### src/rtl/u712_ta_sequencer_pkg.sv
//==============================================================================
// Module : u712_ta_sequencer_pkg
// Brief  : Shared state encodings, size codes and defaults for the U712 sequencer.
// Rev    : 1.0
//==============================================================================
`default_nettype none

package u712_ta_sequencer_pkg;

    typedef enum logic [2:0] {
        ST_IDLE    = 3'd0,
        ST_WAIT    = 3'd1,
        ST_ACK     = 3'd2,
        ST_RECOVER = 3'd3,
        ST_ERR     = 3'd4
    } state_t;

    localparam logic [1:0] SIZ_LINE = 2'b11;

    localparam int DEF_BURST_BEATS    = 4;
    localparam int DEF_TIMEOUT_CYCLES = 255;

endpackage

`default_nettype wire

### src/rtl/u712_ta_sequencer_timeout.sv
//==============================================================================
// Module : u712_bus_timeout
// Brief  : Loadable up-counter with clear/enable and a terminal-count flag.
// Rev    : 1.0
//==============================================================================
`default_nettype none

module u712_bus_timeout #(
    parameter int TIMEOUT_CYCLES = 255,
    parameter int TIMEOUT_W      = 8
) (
    input  logic                 clk,
    input  logic                 rst,
    input  logic                 i_clear,
    input  logic                 i_enable,
    input  logic                 i_load,
    input  logic [TIMEOUT_W-1:0] i_load_val,
    output logic                 o_tc
);

    logic [TIMEOUT_W-1:0] count_q;
    logic [TIMEOUT_W-1:0] count_d;

    always_comb begin
        count_d = count_q;
        if (i_clear) begin
            count_d = '0;
        end else if (i_load) begin
            count_d = i_load_val;
        end else if (i_enable) begin
            count_d = count_q + 1'b1;
        end
    end

    always_ff @(posedge clk or posedge rst) begin
        if (rst) begin
            count_q <= '0;
        end else begin
            count_q <= count_d;
        end
    end

    // Flag is raised on the last allowed clock so the caller can act on the same edge.
    assign o_tc = (count_q == TIMEOUT_W'(TIMEOUT_CYCLES - 1));

endmodule

`default_nettype wire

### src/rtl/u712_ta_sequencer.sv
//==============================================================================
// Module : u712_ta_sequencer
// Brief  : Launches U712 register/RAM responders, counts beats, drives TA/TBI/TEA.
// Rev    : 1.0
//==============================================================================
`default_nettype none

module u712_ta_sequencer
    import u712_ta_sequencer_pkg::*;
#(
    parameter int TIMEOUT_CYCLES = DEF_TIMEOUT_CYCLES,
    parameter int TIMEOUT_W      = 8,
    parameter int BURST_BEATS    = DEF_BURST_BEATS
) (
    input  logic       CLK40,
    input  logic       RESET,
    input  logic       nTS,
    input  logic [1:0] SIZ,
    input  logic       REGSPACE,
    input  logic       RAMSPACE,
    input  logic       REG_RDY,
    input  logic       RAM_RDY,
    input  logic       DMA_ABORT,
    output logic       REG_GO,
    output logic       RAM_GO,
    output logic       BURST,
    output logic       TA_O,
    output logic       TBI_O,
    output logic       TEA_O,
    output logic       DRV_EN,
    output logic       BUSY
);

    state_t     state_q, state_d;
    logic [1:0] beat_q, beat_d;
    logic       space_reg_q, space_reg_d;
    logic       burst_q, burst_d;
    logic       reg_go_q, reg_go_d;
    logic       ram_go_q, ram_go_d;
    logic       ta_q, ta_d;
    logic       tbi_q, tbi_d;
    logic       tea_q, tea_d;
    logic       drv_q, drv_d;
    logic       busy_q, busy_d;

    logic w_hit;
    logic w_rdy;
    logic w_tc;
    logic w_in_wait;

    assign w_hit     = !nTS && (REGSPACE || RAMSPACE);
    assign w_rdy     = space_reg_q ? REG_RDY : RAM_RDY;
    assign w_in_wait = (state_q == ST_WAIT);

    u712_bus_timeout #(
        .TIMEOUT_CYCLES (TIMEOUT_CYCLES),
        .TIMEOUT_W      (TIMEOUT_W)
    ) u_timeout (
        .clk        (CLK40),
        .rst        (RESET),
        .i_clear    (!w_in_wait),
        .i_enable   (w_in_wait),
        .i_load     (1'b0),
        .i_load_val ({TIMEOUT_W{1'b0}}),
        .o_tc       (w_tc)
    );

    always_comb begin
        state_d     = state_q;
        beat_d      = beat_q;
        space_reg_d = space_reg_q;
        burst_d     = burst_q;
        reg_go_d    = 1'b0;
        ram_go_d    = 1'b0;
        ta_d        = 1'b0;
        tbi_d       = 1'b0;
        tea_d       = 1'b0;

        case (state_q)
            ST_IDLE: begin
                burst_d = 1'b0;
                if (w_hit) begin
                    state_d     = ST_WAIT;
                    space_reg_d = REGSPACE;
                    burst_d     = !REGSPACE && (SIZ == SIZ_LINE) && !DMA_ABORT;
                    beat_d      = 2'd0;
                    reg_go_d    = REGSPACE;
                    ram_go_d    = !REGSPACE;
                end
            end
            ST_WAIT: begin
                // An abort seen up to and including the first ready demotes the burst.
                if (beat_q == 2'd0) begin
                    burst_d = burst_q && !DMA_ABORT;
                end
                if (w_rdy) begin
                    state_d = ST_ACK;
                    ta_d    = 1'b1;
                    tbi_d   = (beat_q == 2'd0) && !burst_d;
                end else if (w_tc) begin
                    state_d = ST_ERR;
                    tea_d   = 1'b1;
                end
            end
            ST_ACK: begin
                beat_d = beat_q + 2'd1;
                if (burst_q && (beat_q != 2'(BURST_BEATS - 1))) begin
                    state_d = ST_WAIT;
                end else begin
                    state_d = ST_RECOVER;
                end
            end
            ST_ERR: begin
                state_d = ST_RECOVER;
            end
            ST_RECOVER: begin
                state_d = ST_IDLE;
                burst_d = 1'b0;
            end
            default: begin
                state_d = ST_IDLE;
            end
        endcase

        drv_d  = (state_d == ST_ACK) || (state_d == ST_ERR) || (state_d == ST_RECOVER);
        busy_d = (state_d != ST_IDLE);
    end

    always_ff @(posedge CLK40 or posedge RESET) begin
        if (RESET) begin
            state_q     <= ST_IDLE;
            beat_q      <= 2'd0;
            space_reg_q <= 1'b0;
            burst_q     <= 1'b0;
            reg_go_q    <= 1'b0;
            ram_go_q    <= 1'b0;
            ta_q        <= 1'b0;
            tbi_q       <= 1'b0;
            tea_q       <= 1'b0;
            drv_q       <= 1'b0;
            busy_q      <= 1'b0;
        end else begin
            state_q     <= state_d;
            beat_q      <= beat_d;
            space_reg_q <= space_reg_d;
            burst_q     <= burst_d;
            reg_go_q    <= reg_go_d;
            ram_go_q    <= ram_go_d;
            ta_q        <= ta_d;
            tbi_q       <= tbi_d;
            tea_q       <= tea_d;
            drv_q       <= drv_d;
            busy_q      <= busy_d;
        end
    end

    assign REG_GO = reg_go_q;
    assign RAM_GO = ram_go_q;
    assign BURST  = burst_q;
    assign TA_O   = ta_q;
    assign TBI_O  = tbi_q;
    assign TEA_O  = tea_q;
    assign DRV_EN = drv_q;
    assign BUSY   = busy_q;

endmodule

`default_nettype wire

### config.mk
export PLATFORM = sky130hd
export DESIGN_NAME = u712_ta_sequencer
export DESIGN_NICKNAME = d
export VERILOG_FILES = /design/src/rtl/u712_ta_sequencer_pkg.sv /design/src/rtl/u712_ta_sequencer_timeout.sv /design/src/rtl/u712_ta_sequencer.sv
export SDC_FILE = /design/constraint.sdc
export NUM_CORES = 1
export LEC_CHECK = 0
export CAP_MARGIN = 20
export CORE_MARGIN = 5
export CORE_UTILIZATION = 54
export CTS_CLUSTER_SIZE = 20
export DETAILED_ROUTE_END_ITERATION = 8
export PLACE_DENSITY = 0.81
export SETUP_SLACK_MARGIN = 0.05
export SLEW_MARGIN = 40
export SYNTH_ARGS = -nofsm -noshare
export SYNTH_HDL_FRONTEND = slang
export SYNTH_SLANG_ARGS = --single-unit
### constraint.sdc
create_clock -name CLK40 -period 3.3 [get_ports CLK40]
set_input_delay 0.99 -clock CLK40 [delete_from_list [all_inputs] [get_ports CLK40]]
set_output_delay 0.99 -clock CLK40 [all_outputs]
set_load 0.005 [all_outputs]
After elaboration in Yosys (flattened, before gate mapping)
Index checks and enable logic that the tools add are counted.
- flip-flop bits (word level): 22
- output and inout port bits: 8
- word-level logic and storage cells: 69
- add/sub/neg operators: 2
- equal/unequal tests: 11
- mux-type cells: 24
- reduce and logical (&&, ||, !) cells: 20
- operators by type and width (kind ; number):
    2-to-1 mux 1 bit ; 15
    == test 3 x 2 -> 1 bit, second input constant ; 4
    one-hot mux 3 bit (4 select lines) ; 1
    2-to-1 mux 3 bit ; 3
    adder 8 x 1 -> 8 bit, second input constant ; 1
    == test 8 bit, second input constant ; 1
    2-to-1 mux 8 bit ; 1
    == test 3 bit, second input constant ; 2
    logical AND 1 bit ; 6
    nonzero test 3 bit ; 2
    logical NOT 1 bit ; 4
    2-to-1 mux 2 bit ; 2
    != test 2 bit, second input constant ; 2
    one-hot mux 2 bit (2 select lines) ; 1
    AND reduction 2 bit ; 2
    == test 3 x 1 -> 1 bit, second input constant ; 1
    logical NOT 3 bit ; 1
    logical OR 1 bit ; 3
    one-hot mux 1 bit (3 select lines) ; 1
    adder 2 x 1 -> 2 bit, second input constant ; 1
    == test 2 bit, second input constant ; 1
    logical NOT 2 bit ; 1
    nonzero test 2 bit ; 1

Logic depth before layout (Yosys ltp)
Gate-level depths: netlist (run 1).
- depth in word-level cells: 8
- gate-level depth with buffers: 5
- mapped depth without buffers: 5

By module
Synthesis (run 1) repeated with hierarchy kept, for this count alone.
- cells, all modules: 120
- area, all modules: 1154.9 um2
- modules (own cells, without submodules) (module ; instances ; cells an instance ; area each (um2) ; seq. area each (um2)):
    u712_ta_sequencer ; 1 ; 66 ; 679.4 ; 350.3
    u712_bus_timeout ; 1 ; 54 ; 475.5 ; 200.2

Worst setup path after synthesis (run 1)
No wires, ideal clock.
- kind: input to register
- start: in REG_RDY
- end: reg drv_q, in the netlist DRV_EN
- arrival time: 1.704 ns
- data required time: 3.220 ns
- slack: 1.515 ns
- cell stages on the path: 3
- buffers on the path: 0
- cell sequence: mux2i_1 > or4b_4 > o211ai_2
- word-level cells in the longest chain between the ends: 6
- elaborated cells between the ends (all ways): 8
- RTL lines (item ; RTL line ; source):
    start, declared ; u712_ta_sequencer.sv:21 ; input logic REG_RDY,
    2-to-1 mux 1 bit (*) ; u712_ta_sequencer.sv:52 ; assign w_rdy = space_reg_q ? REG_RDY : RAM_RDY;
    2-to-1 mux 3 bit (*) ; u712_ta_sequencer.sv:96 ; if (w_rdy) begin
    one-hot mux 3 bit (4 select lines) (*) ; u712_ta_sequencer.sv:79 ; case (state_q)
    == test 3 x 2 -> 1 bit or == test 3 bit (tied branches) ; u712_ta_sequencer.sv:125 ; drv_d = (state_d == ST_ACK) || (state_d == ST_ERR) || (state_d == ST_RECOVER);
    logical OR 1 bit ; u712_ta_sequencer.sv:125 ;
    logical OR 1 bit (*) ; u712_ta_sequencer.sv:125 ;
    net drv_d ; u712_ta_sequencer.sv:43 ; logic drv_q, drv_d;
    end signal, assigned ; u712_ta_sequencer.sv:152 ; drv_q <= drv_d;
    end, declared ; u712_ta_sequencer.sv:43 ;
Mark *: on every way through the listed nets, which the timed path passes. The rest lies on a longest branch.
A chain may end at the register's enable or synchronous reset.

Worst setup path in the final report (run 1)
- start: reg burst_q, in the netlist BURST
- end: out BURST
- RTL lines (item ; RTL line ; source):
    start, declared ; u712_ta_sequencer.sv:37 ; logic burst_q, burst_d;
    start signal, assigned ; u712_ta_sequencer.sv:146 ; burst_q <= burst_d;
    end, declared ; u712_ta_sequencer.sv:26 ; output logic BURST,
No word-level cell between the ends.

==> results of run 1 <==
[metrics by stage]
step / instance area (um^2) / cells / setup WS [ns] / hold slack [ns]
floorplan: 1050 / 102 / 1.52 / 0.472
global route: 1240 / 145 / 1.07 / 0.557
CTS: 1240 / 145 / 1.10 / 0.521
global placement: 1220 / 142 / 1.07 / 0.495
finish: 1240 / 145 / 1.13 / 0.518
detailed placement: 1220 / 142 / 1.01 / 0.492
[routing by layer]
layer / GRT usage, % / vias up
met5: 0 / -
met4: 4.98 / 0
met3: 4.71 / 2
met2: 22.4 / 11
met1: 20.1 / 349
li1: - / 380
[synth_stat cells]
cell type	number	area (um^2)
clkbuf_1	1	3.75
nor3b_1	1	7.51
nor2_1	10	37.5
and2_1	1	6.26
nand3_1	5	25.0
xor2_1	2	17.5
nor2b_1	3	18.8
ha_1	4	50.1
a21o_1	2	15.0
and3_1	1	6.26
and3b_1	1	8.76
buf_6	2	22.5
nor4_1	1	6.26
buf_4	1	7.51
nand2_1	6	22.5
o2bb2ai_1	1	8.76
nand2b_1	2	12.5
mux2i_1	1	10.0
or4b_4	1	13.8
o21ai_0	7	35.0
dfrtp_1	22	551
nand4_1	1	6.26
a21oi_1	6	30.0
or3b_1	1	8.76
inv_1	9	33.8
o211ai_2	1	12.5
o21ba_2	1	10.0
a32o_1	1	10.0
o31ai_1	1	7.51
or3_1	3	18.8
a211oi_1	1	7.51
xnor2_1	1	8.76
and2b_1	1	7.51
[path summary, 6_finish.rpt]
path / from / to / slack [ns] / cells after the start
max in group asynchronous: RESET / u_timeout.count_q[1] / 1.97 / 2
hold / removal: space_reg_q / space_reg_q / 0.52 / 1
setup / recovery: BURST / BURST / 1.13 / 1
hold reg to reg: space_reg_q / space_reg_q / 0.52 / 1
setup reg to reg: state_q[0] / DRV_EN / 1.46 / 3
min in group asynchronous: RESET / TBI_O / 1.01 / 2
[cell type report]
cell class | instances | area [um^2]
Sequential cell | 22 | 551
Fill cell | 156 | 662
Inverter | 9 | 33.8
Tap cell | 27 | 33.8
Timing Repair Buffer | 17 | 170
Multi-Input combinational cell | 67 | 429
Clock buffer | 3 | 22.5
[power by group through the flow]
stage | sequential (mW) | combinational [mW] | clock (mW)
3_5_place_dp | 0.404 | 0.259 | 0
6_report | 0.400 | 0.256 | 0.117
5_1_grt | 0.410 | 0.293 | 0.134
3_3_place_gp | 0.401 | 0.252 | 0
2_1_floorplan | 0.373 | 0.210 | 0
4_1_cts | 0.398 | 0.259 | 0.122
[cell families after synthesis]
family,share of synthesized area (%)
AOI/OAI and AO/OA,13.0
xor gates and xnor gates,2.51
adders and majority gates,4.78
buffers and inverters,6.45
DFF,52.6
muxes,0.956
and+or+nand+nor,19.7
[cell usage in the layout (no fill, tap or decap)]
cell type        netlist  routed
a211oi_1               1       1
a21o_1                 2       2
a21oi_1                6       6
a32o_1                 1       1
and2_1                 1       1
and2b_1                1       1
and3_1                 1       1
and3b_1                1       1
clkbuf_4               0       3
clkdlybuf4s50_1        0      17
dfrtp_1               22      22
ha_1                   4       4
inv_1                  9       8
inv_2                  0       1
mux2i_1                1       1
nand2_1                6       6
nand2b_1               2       2
nand3_1                5       5
nand4_1                1       1
nor2_1                10      10
nor2b_1                3       3
nor3b_1                1       1
nor4_1                 1       1
o211ai_2               1       1
o21ai_0                7       7
o21ba_2                1       1
o2bb2ai_1              1       1
o31ai_1                1       1
or3_1                  3       3
or3b_1                 1       1
or4b_4                 1       1
xnor2_1                1       1
xor2_1                 2       2
==> impl_metrics.csv, run 1 <==
group,metric,value,unit
cts,path_clk_slew,0.12,ns
power,switching_power,0.261,mW
hold_path,hold_class,"reg -> reg",
route,wl_met3,77,um
global_routing,gr-total-overflow,0,
cts,ctsRootBufferMaster,"clkbuf_4",
floorplanning,core,0.00190,mm^2
synthesis,ys_seq_area_share,52.6,%
synthesis,synth_cell_types,33,
setup_path,critPathTopFamily,"buffers and inverters",
timing,setup_viol,0,
cts,cts_resized,0,
setup_path,cp-start-kind,"register",
setup_path,max_stage_delay,0.51,ns
power,p_sw_share,33.8,%
layout,fin_util,65.2,%
route,routedWlPerCell,12.5,um
cts,cts_tree,"built",
setup_path,critPathRequiredTime,2.31,ns
power,power_frac_seq,51.7,%
power,p_int,0.512,mW
timing,drv_slew,0,
route,drc_errors,0,
layout,syn2layout_area_growth,18.4,%
layout,antenna_cells,0,
timing,hold_violations,0,
layout,largest_reg_flops,8,
timing,tightest_slew,0.459,ns
route,routed_wirelength,1810,um
synthesis,synthCells,102,
power,p_clk_share,15.1,%
floorplanning,std_cell_rows,16,
run,maxCapViolCount,0,
setup_path,cp_slowest_cell,"clkdlybuf4s50_1",
timing,timing.fmax,460,MHz
setup_path,worstPathArrival,1.18,ns
power,power,0.774,mW
power,power_density,624,mW/mm^2
floorplanning,die_area,0.00292,mm^2
cts,postCtsSetupBuffers,0,
power,combPwrFrac,33.1,%
setup_path,crit_chain,"clkdlybuf4s50_1",
timing,slew_headroom,69.4,%
floorplanning,ioPinCount,18,
layout,fin_nets,134,
route,top_layer_used,"met4",
power,ir_drop,0.413,mV
cts,numCtsBuffers,3,
route,vias_per_cell,5.12,
global_routing,grt_usage,14.8,%
synthesis,synth.ff_latch_count,22,
setup_path,crit_fanout,3,
synthesis,synth_area,0.00105,mm^2
synthesis,avgSynthCellArea,10.3,um^2
route,vias,742,
synthesis,yosysWarningCount,0,
placement,hpwlAfterDp,1320,um
global_routing,grt_first_pass_wirelength,3080,um
route,first_pass_iters,2,
timing,fin_worst_skew,0.00656,ns
cts,insertion_delay,0.29,ns
synthesis,syn_nets,116,
timing,post-route-min-period,2.17,ns
global_routing,grt_pass1_vias,683,
floorplanning,die_w,54.0,um
floorplanning,start_util,55.1,%
layout,drive_gt1_share,5.93,%
cts,ctsHoldBuffers,0,
route,route.met2.wl,844,um
route,met1Wirelength,873,um
timing,rsz0062_at_grt,"no",
route,final_antenna_net_count,0,
timing,tns,0,ns
cts,cts_max_level,1,
placement,io_buffers,17,
layout,regMostFlops,"u_timeout.count_q",
route,drt_iter0_drc,7,
global_routing,grt_max_degree,23,
layout,largestRegisters,"u_timeout.count_q: 8 flops, state_q: 3 flops, beat_q: 2 flops",
status,status,"finished clean",
placement,gp_congestion,0.775,
timing,fin_crit_sh,65.8,%
setup_path,critPathBufInv,1,
floorplanning,chipHeight,54.0,um
global_routing,antenna_found_initial,0,
power,p_leak,0.577,nW
cts,clock_path_buffers,2,
cts,clock_sinks,22,
setup_path,crit_path_end_kind,"output pin",
setup_path,critPathKind,"reg -> out",
No activity file was read; power rests on OpenSTA's default activity.
==> inputs of run 2 (changes only) <==
--- a/config.mk
+++ b/config.mk
@@ -7,10 +7,10 @@
 export LEC_CHECK = 0
 export CAP_MARGIN = 20
 export CORE_MARGIN = 5
-export CORE_UTILIZATION = 54
+export CORE_UTILIZATION = 51
 export CTS_CLUSTER_SIZE = 20
 export DETAILED_ROUTE_END_ITERATION = 8
-export PLACE_DENSITY = 0.81
+export PLACE_DENSITY = 0.77
 export SETUP_SLACK_MARGIN = 0.05
 export SLEW_MARGIN = 40
 export SYNTH_ARGS = -nofsm -noshare
==> constraint.sdc (replaced) <==
create_clock -name CLK40 -period 2.02 [get_ports CLK40]
set_input_delay 0.606 -clock CLK40 [delete_from_list [all_inputs] [get_ports CLK40]]
set_output_delay 0.606 -clock CLK40 [all_outputs]
set_load 0.005 [all_outputs]
==> impl_metrics.csv, run 2 (synthesis results as in run 1) <==
group,metric,value,unit
power,power_density,1050,mW/mm^2
power,combPwrFrac,35.2,%
setup_path,critPathRequiredTime,1.41,ns
power,switching_power,0.439,mW
cts,numCtsBuffers,3,
setup_path,cp-start-kind,"register",
route,drc_errors,0,
power,p_leak,0.599,nW
status,status,"finished clean",
route,first_pass_iters,4,
placement,pre_cts_ws,0.129,ns
cts,ctsRootBufferMaster,"clkbuf_4",
power,p_sw_share,32.7,%
hold_path,hold_class,"reg -> reg",
global_routing,grt_pass1_vias,779,
timing,tns,0,ns
cts,cts_max_level,1,
floorplanning,std_cell_rows,16,
setup_path,cp_slowest_cell,"clkdlybuf4s50_1",
timing,timing.fmax,550,MHz
layout,syn2layout_area_growth,21.9,%
power,power,1.34,mW
floorplanning,start_util,53.4,%
power,ir_drop,0.643,mV
cts,clock_path_buffers,2,
cts,cts_tree,"built",
layout,layout.cells.most_common,"dfrtp_1",
layout,final_cell_mix,"dfrtp_1, clkdlybuf4s50_1, nor2_1",
layout,fin_nets,137,
cts,postCtsSetupBuffers,0,
timing,drv_slew,0,
setup_path,crit_path_end_kind,"output pin",
route,routedWlPerCell,12.7,um
run,maxCapViolCount,0,
power,p_clk_share,17.9,%
timing,fin_worst_skew,0.00281,ns
cts,cts_resized,0,
floorplanning,ioPinCount,18,
setup_path,crit_fanout,3,
cts,insertion_delay,0.31,ns
layout,largest_reg_flops,8,
timing,fin_ws,0.201,ns
setup_path,cp-startpoint,"BURST",
floorplanning,die_area,0.00306,mm^2
global_routing,grt_first_pass_wirelength,3370,um
layout,antenna_cells,0,
layout,drive_gt1_share,8.20,%
setup_path,critPathBufInv,1,
route,drt_iter0_drc,14,
cts,clock_sinks,22,
power,p_int,0.903,mW
cts,path_clk_slew,0.12,ns
route,final_antenna_net_count,0,
timing,tightest_slew,0.378,ns
route,routed_wirelength,1890,um
global_routing,grt_usage,13.9,%
setup_path,worstPathArrival,1.21,ns
floorplanning,die_w,55.3,um
route,vias,749,
placement,hpwlAfterDp,1430,um
setup_path,critPathKind,"reg -> out",
global_routing,antenna_found_initial,0,
timing,hold_violations,0,
layout,fillers,171,
route,vias_per_cell,5.03,
hold_path,hp-start,"beat_q[0]",
timing,post-route-min-period,1.82,ns
floorplanning,core,0.00196,mm^2
power,power_frac_seq,46.9,%
global_routing,gr-total-overflow,0,
setup_path,crit_chain,"clkdlybuf4s50_1",
floorplanning,chipHeight,55.3,um
layout,regMostFlops,"u_timeout.count_q",
layout,fin_util,65.1,%
timing,slew_headroom,74.6,%
placement,gp_congestion,0.765,
timing,setup_viol,0,
timing,rsz0062_at_grt,"no",
setup_path,critPathTopFamily,"buffers and inverters",
global_routing,grt_max_degree,23,
timing,fin_crit_sh,90.1,%
placement,io_buffers,17,
setup_path,max_stage_delay,0.51,ns
setup_path,r2r-start,"state_q[0]",
cts,ctsHoldBuffers,0,
layout,largestRegisters,"u_timeout.count_q: 8 flops, state_q: 3 flops, beat_q: 2 flops",
[run 2: changes by cell type in the layout (fill, tap and decap cells not counted), sizes merged]
cell	change
clkbuf	+1
buf	+3
[run 2: layout make-up]
class / instances / area [um^2] / area share [%]
inverters: 9 / 33.8 / 2.65
flip-flops and latches: 22 / 551 / 43.1
well taps: 27 / 33.8 / 2.65
multi-input cells: 67 / 429 / 33.6
clock buffers: 4 / 36.3 / 2.84
repair buffers: 20 / 193 / 15.1
[run 2: layer usage]
layer  GRT usage (%)  share of wire [%]  vias to the layer above
met5               0                  0                        -
met4            7.29                2.3                        0
met3            4.90                5.0                        5
met2            21.8                 46                       15
met1            16.7                 47                      345
li1                -                  -                      384
[run 2: path summary, 6_finish.rpt]
path | slack (ns) | end | cells after the start
min in group asynchronous | 0.62 | state_q[2] | 3
max in group asynchronous | 1.18 | u_timeout.count_q[7] | 3
worst min-delay path | 0.53 | beat_q[0] | 1
worst min register to register | 0.53 | beat_q[0] | 1
worst max-delay path | 0.20 | BURST | 1
worst max register to register | 0.39 | DRV_EN | 3
[run 2: through the flow]
step / hold slack, ns / area, um^2 / cells
6_report: 0.531 / 1280 / 149
5_1_grt: 0.560 / 1280 / 149
4_1_cts: 0.539 / 1280 / 149
3_5_place_dp: 0.505 / 1240 / 145
3_3_place_gp: 0.492 / 1240 / 145
2_1_floorplan: 0.472 / 1050 / 102
[run 2: power groups by stage]
| stage | logic [mW] | clock network, mW | registers (mW) |
|---|---|---|---|
| final | 0.473 | 0.241 | 0.630 |
| after global routing | 0.534 | 0.263 | 0.645 |
| after CTS | 0.482 | 0.250 | 0.631 |
| after detailed placement | 0.478 | 0 | 0.640 |
| after global placement | 0.465 | 0 | 0.634 |
| after floorplan | 0.343 | 0 | 0.610 |
